## src/rtl/bbox_collector.sv

```systemverilog
// Bounding-box collector: tracks min/max of an accepted (x,y) stream and
// reports origin, extents, point count and whether the box was fully covered.
module bbox_collector #(
    parameter int WIDTH = 32
) (
    input  logic             _clock,
    input  logic             _reset_n,
    input  logic             _start,
    input  logic             _valid,
    input  logic [WIDTH-1:0] _in0,
    input  logic [WIDTH-1:0] _in1,
    input  logic             _last,
    output logic             _ready,
    output logic [WIDTH-1:0] out_x,
    output logic [WIDTH-1:0] out_y,
    output logic [WIDTH-1:0] out_width,
    output logic [WIDTH-1:0] out_height,
    output logic [WIDTH-1:0] _count,
    output logic             _filled,
    output logic             _empty,
    output logic             _done
);

    localparam logic [1:0] IDLE    = 2'd0;
    localparam logic [1:0] COLLECT = 2'd1;
    localparam logic [1:0] REPORT  = 2'd2;

    logic [1:0]       state;
    logic [WIDTH-1:0] min_x, min_y, max_x, max_y;
    logic [WIDTH-1:0] nmin_x, nmin_y, nmax_x, nmax_y, ncount;
    logic [WIDTH-1:0] wid, hgt, prod;
    logic             accept;

    assign _ready = (state == COLLECT);
    assign accept = _valid && _ready && !_start;

    // Next-state accumulators so a coordinate coincident with _last is folded in
    always_comb begin
        nmin_x = min_x;
        nmin_y = min_y;
        nmax_x = max_x;
        nmax_y = max_y;
        ncount = _count;
        if (accept) begin
            if (_in0 < min_x) nmin_x = _in0;
            if (_in0 > max_x) nmax_x = _in0;
            if (_in1 < min_y) nmin_y = _in1;
            if (_in1 > max_y) nmax_y = _in1;
            if (_count != {WIDTH{1'b1}}) ncount = _count + 1'b1;
        end
    end

    assign wid  = nmax_x - nmin_x + 1'b1;
    assign hgt  = nmax_y - nmin_y + 1'b1;
    assign prod = wid * hgt;

    always_ff @(posedge _clock or negedge _reset_n) begin
        if (!_reset_n) begin
            state      <= IDLE;
            min_x      <= '1;
            min_y      <= '1;
            max_x      <= '0;
            max_y      <= '0;
            _count     <= '0;
            out_x      <= '0;
            out_y      <= '0;
            out_width  <= '0;
            out_height <= '0;
            _filled    <= 1'b0;
            _empty     <= 1'b0;
            _done      <= 1'b0;
        end else begin
            _done <= 1'b0;
            if (_start) begin
                // Restart from any state; a concurrent _valid/_last is dropped
                state      <= COLLECT;
                min_x      <= '1;
                min_y      <= '1;
                max_x      <= '0;
                max_y      <= '0;
                _count     <= '0;
                out_x      <= '0;
                out_y      <= '0;
                out_width  <= '0;
                out_height <= '0;
                _filled    <= 1'b0;
                _empty     <= 1'b0;
            end else if (state == COLLECT) begin
                min_x  <= nmin_x;
                min_y  <= nmin_y;
                max_x  <= nmax_x;
                max_y  <= nmax_y;
                _count <= ncount;
                if (_last) begin
                    state <= REPORT;
                    _done <= 1'b1;
                    if (ncount == '0) begin
                        out_x      <= '0;
                        out_y      <= '0;
                        out_width  <= '0;
                        out_height <= '0;
                        _filled    <= 1'b0;
                        _empty     <= 1'b1;
                    end else begin
                        out_x      <= nmin_x;
                        out_y      <= nmin_y;
                        out_width  <= wid;
                        out_height <= hgt;
                        _filled    <= (prod == ncount);
                        _empty     <= 1'b0;
                    end
                end
            end
        end
    end

endmodule

```

## config.mk

```make
export PLATFORM = sky130hd
export DESIGN_NAME = bbox_collector
export DESIGN_NICKNAME = d
export VERILOG_FILES = /design/src/rtl/bbox_collector.sv
export SDC_FILE = /design/constraint.sdc
export NUM_CORES = 2
export LEC_CHECK = 0
export CAP_MARGIN = 15
export CORE_MARGIN = 2
export CORE_UTILIZATION = 32
export CTS_CLUSTER_DIAMETER = 40
export CTS_CLUSTER_SIZE = 8
export DETAILED_ROUTE_END_ITERATION = 7
export PLACE_DENSITY = 0.55
export SYNTH_ARGS = -nofsm -noshare
export SYNTH_HDL_FRONTEND = slang
export SYNTH_SLANG_ARGS = --single-unit
```

## constraint.sdc

```tcl
create_clock -name _clock -period 16.2 [get_ports _clock]
set_input_delay 1.62 -clock _clock [delete_from_list [all_inputs] [get_ports _clock]]
set_output_delay 1.62 -clock _clock [all_outputs]
set_load 0.05 [all_outputs]
```

# Yosys cells after proc, flatten, opt, wreduce, memory -nomap -nowiden
# Index checks and enable logic that the tools add are counted.
[classes] multipliers=1 n_reduce_logical=7 n_addsub=5 n_mux=50 eq_ne=3 order_cmp=4
[ops] operator="two-way mux 32 bit" count=36
[ops] operator="adder 32 x 1 -> 32 bit (second input constant)" count=3
[ops] operator="greater-than comparator 32 bit" count=2
[ops] operator="less-than comparator 32 bit" count=2
[ops] operator="subtractor 32 bit" count=2
[ops] operator="equality test 32 bit" count=1
[ops] operator="logical NOT 32 bit" count=1
[ops] operator="multiplier 32 x 32 -> 32 bit" count=1
[ops] operator="inequality test 32 bit (second input constant)" count=1
[ops] operator="two-way mux 1 bit" count=11
[ops] operator="two-way mux 2 bit" count=3
[ops] operator="nonzero test 2 bit" count=2
[ops] operator="equality test 2 x 1 -> 1 bit (second input constant)" count=1
[ops] operator="logical AND 1 bit" count=2
[ops] operator="AND reduction 2 bit" count=1
[ops] operator="logical NOT 1 bit" count=1
[totals] out_inout_bits=164 ff_bits=293

# Logic depth before layout (Yosys ltp)
[depth] depth_word=12 ltp_mapped=54

# Worst setup path before layout
# OpenSTA, ideal clock, no wires.
[synth_timing] kind="input-to-reg" startpoint="input port _in0[6]" endpoint="register _filled" cell_stages=46 path_buffers=2 setup_ps=95 setup_slack_ps=2917 arrival_time_ps=13188 cell_sequence="ha_1 nand4_1 nor3_1 nor4_1 o31ai_1 a221oi_1 o211ai_1 clkbuf_1 clkbuf_1 mux2i_1 inv_1 ha_1 inv_1 ha_1 fa_1 a21oi_1 o211ai_2 a31o_2 [... 10 more ...] inv_1 fa_1 inv_1 fa_1 fa_1 inv_1 ha_1 nand3_1 a21oi_1 a221o_1 a221o_1 nand3_1 o2bb2ai_1 nor4b_1 nand4_1 or4_1 or4b_2 o31ai_1"
[synth_via] elab_chain_len=11
[synth_lines] element="start, declared" line_no="10" source="input logic [WIDTH-1:0] _in0,"
[synth_lines] element="greater-than comparator 32 bit / less-than comparator 32 bit (equally long branches)" line_no="46, 45"
[synth_lines] element="two-way mux 32 bit (on tied branches)" line_no="46, 45"
[synth_lines] element="two-way mux 32 bit" line_no="44" source="if (accept) begin"
[synth_lines] element="subtractor 32 bit *" line_no="53" source="assign wid = nmax_x - nmin_x + 1'b1;"
[synth_lines] element="adder 32 x 1 -> 32 bit *" line_no="53"
[synth_lines] element="multiplier 32 x 32 -> 32 bit *" line_no="55" source="assign prod = wid * hgt;"
[synth_lines] element="equality test 32 bit *" line_no="109" source="_filled <= (prod == ncount);"
[synth_lines] element="two-way mux 1 bit *" line_no="97" source="if (ncount == '0) begin"
[synth_lines] element="two-way mux 1 bit *" line_no="94" source="if (_last) begin"
[synth_lines] element="two-way mux 1 bit *" line_no="88" source="end else if (state == COLLECT) begin"
[synth_lines] element="two-way mux 1 bit *" line_no="74" source="if (_start) begin"
[synth_lines] element="end signal, assigned" line_no="109"
[synth_lines] element="end, declared" line_no="19" source="output logic _filled,"
# Mark *: on every way between the ends. The rest lies on a longest branch, timed or not. The select of a mux whose other input is x is not followed.
# A chain may end at the register's enable or synchronous reset.

# Worst setup path after layout
[layout_timing] startpoint="input port _in0[31]" endpoint="register _filled"
# The elaborated chain is that of the path after synthesis.

==> results.sh <==
export IMPL_maxSlewHeadroom=0.215
export IMPL_p_sw_mw=4.63
export IMPL_drive_above_1_share=0.0842
export IMPL_synthFlopType="dfrtp_1"
export IMPL_die_x_um=331
export IMPL_place_ws_ns=0.853
export IMPL_h_tree_depth=3
export IMPL_rows=120
export IMPL_max_stage_delay_ns=0.88
export IMPL_areaGrowthSynthToFinish_pct=20.3
export IMPL_io_pins=233
export IMPL_grt_first_pass_wirelength_um=175000
export IMPL_end_kind="flop"
export IMPL_nets=4805
export IMPL_clockRootBuffer="clkbuf_16"
export IMPL_drtIter0Drc=1777
export IMPL_cp_start_kind="input pin"
export IMPL_cell_internal_pwr_mw=4.98
export IMPL_rsz0062_at_grt="no"
export IMPL_clkLatencyLatePin_ns=0.63
export IMPL_gp_congestion=0.887
export IMPL_pwr_share_seq=0.082
export IMPL_ant_nets=0
export IMPL_yosysMostFrequentCell="nand2_1"
export IMPL_swShare=0.482
export IMPL_regArea_um2=7410
export IMPL_synthArstFlopShare=1.00
export IMPL_ir_drop_mv=0.297
export IMPL_core_area_um2=107000
export IMPL_dp_hpwl_um=88800
export IMPL_fillers=10800
export IMPL_cts_tree="yes"
export IMPL_drc=0
export IMPL_port_buffers=232
export IMPL_overflow=0
export IMPL_multi_input_area_um2=24800
export IMPL_ys_types=86
export IMPL_setup_violations=0
export IMPL_post_drt_wl_per_cell_um=20.9
export IMPL_cts_setup_buffers=0
export IMPL_worstMarginPinSlew_ns=1.18
export IMPL_netlist_instances=3708
export IMPL_ctsHoldBuffers=0
export IMPL_cts_resized=0
export IMPL_cp_max_fo=39
export IMPL_synth_top_area_share=0.239
export IMPL_final_setup_tns_ns=0
export IMPL_skew_ns=0.0329
export IMPL_critPathMostFrequentCell="fa_1"
export IMPL_synth_seq_cells=293
export IMPL_finalHoldViolations=0
export IMPL_ys_warnings_count=0
export IMPL_clockBufferDepth=3
export IMPL_p_per_area_nw_per_um2=233
export IMPL_die_h_um=331
export IMPL_start_util=0.321
export IMPL_syn_cell_area_um2=34300
export IMPL_required_ns=16.72
export IMPL_synth_net_count=4558
export IMPL_synth_area_top_cells="fa_1, dfrtp_1, ha_1"
export IMPL_max_cap_violations=0
export IMPL_ys_seq_area_frac=0.216
export IMPL_synth_edff_count=0
export IMPL_vias_per_cell=4.98
export IMPL_r2r_slack_ns=2.42
export IMPL_cts_buffers_inserted=71
export IMPL_grt_use_total=0.208
export IMPL_period_share=0.913
export IMPL_first_pass_iters=5
export IMPL_grt_max_degree=86
export IMPL_grt_pass1_vias=28300
export IMPL_wl_um=113000
export IMPL_setup_ws_ns=1.40
export IMPL_p_leak_nw=18.4
export IMPL_crit_type="in2reg"
export IMPL_fmax_ghz=0.0676
export IMPL_hold_path_class="reg2reg"
export IMPL_synth_common_cells="nand2_1, inv_1, fa_1, ha_1, nor2_1"
export IMPL_p_clk_frac=0.158
export IMPL_antenna_found_initial=7
export IMPL_worstPathArrival_ns=15.32
export IMPL_power_share_combinational=0.760
export IMPL_slowest_stage="xor2_1"
export IMPL_vias=27000
export IMPL_finalCriticalPeriod_ns=14.80
export IMPL_path_clk_slew_ns=0.04
export IMPL_status="finished clean"
export IMPL_synth_area_leader_cell="fa_1"
export IMPL_die_area_um2=110000
export IMPL_postSynthAreaPerCell_um2=9.24
export IMPL_numClockSinks=293
export IMPL_finalMaxSlewViolations=0
flip-flops by register name, indices dropped and copies added (netlist names):
register	flops
_count	32
_done	1
_empty	1
_filled	1
max_x	32
max_y	32
min_x	32
min_y	32
out_height	32
out_width	32
out_x	32
out_y	32
state	2
kinds of logic after synthesis:
kind of cell,synth area share
AO/OA/AOI/OAI,0.106
AND/OR/NAND/NOR,0.162
flip-flops,0.216
buffers and inverters,0.0659
XOR/XNOR,0.0610
multiplexers,0.0133
adder cells (fa/ha/maj),0.375
power groups by stage:
stage	clock network, mW	logic [mW]	registers (mW)
detailed placement	0	7.23	0.798
finish	1.52	7.31	0.788
global route	1.59	8.15	0.792
floorplan	0	5.15	0.845
global placement	0	7.22	0.798
CTS	1.55	7.34	0.789
worst paths after layout:
path / startpoint / endpoint / cells past startpoint
setup / recovery: _in0[31] / _filled / 42
hold / removal: state[0] / state[0] / 1
setup reg to reg: state[1] / _filled / 42
hold reg to reg: state[0] / state[0] / 1
max in group asynchronous: _reset_n / _empty / 4
min in group asynchronous: _reset_n / _count[17] / 1
critical path: cells and delay by family:
kind	cells	cell delay, ns
AND/OR/NAND/NOR	3	0.45
adder cells (fa/ha/maj)	12	5.17
multiplexers	1	0.39
AO/OA/AOI/OAI	11	3.27
buffers and inverters	2	0.65
XOR/XNOR	13	3.75
layer usage:
layer / wire length (um) / global-route usage
met5: 27 / 0
met3: 8860 / 0.0523
met4: 2980 / 0.0582
met1: 50100 / 0.282
met2: 51200 / 0.331
final cells by class:
cell class,instances,share of cell area
Multi-Input combinational cell,2815,0.602
Timing Repair Buffer,322,0.0727
Clock buffer,92,0.0490
Antenna cell,1,0.0000607
Inverter,452,0.0412
Tap cell,1403,0.0426
Sequential cell,293,0.180
Clock inverter,39,0.0131
stage by stage:
step,std cells,util,area (um2),hold slack [ns],power (mW)
after floorplan,3708,-,34300,0.443,5.99
after global placement,5284,0.363,38700,0.461,8.02
after detailed placement,5285,0.363,38700,0.460,8.03
after CTS,5416,0.387,41200,0.470,9.68
after global routing,5416,0.387,41200,0.495,10.5
final,5417,0.387,41200,0.467,9.62
cell usage in the layout (no fill, tap or decap), drive strengths merged, types with 130 or more instances in the layout:
cell type,n
dfrtp,229
inv,453
o21ai,225
nor2,253
nand2,498
ha,371
fa,410
xnor2,136
a21oi,130
clkdlybuf4s50,230
Power figures use the tool's default switching activity.
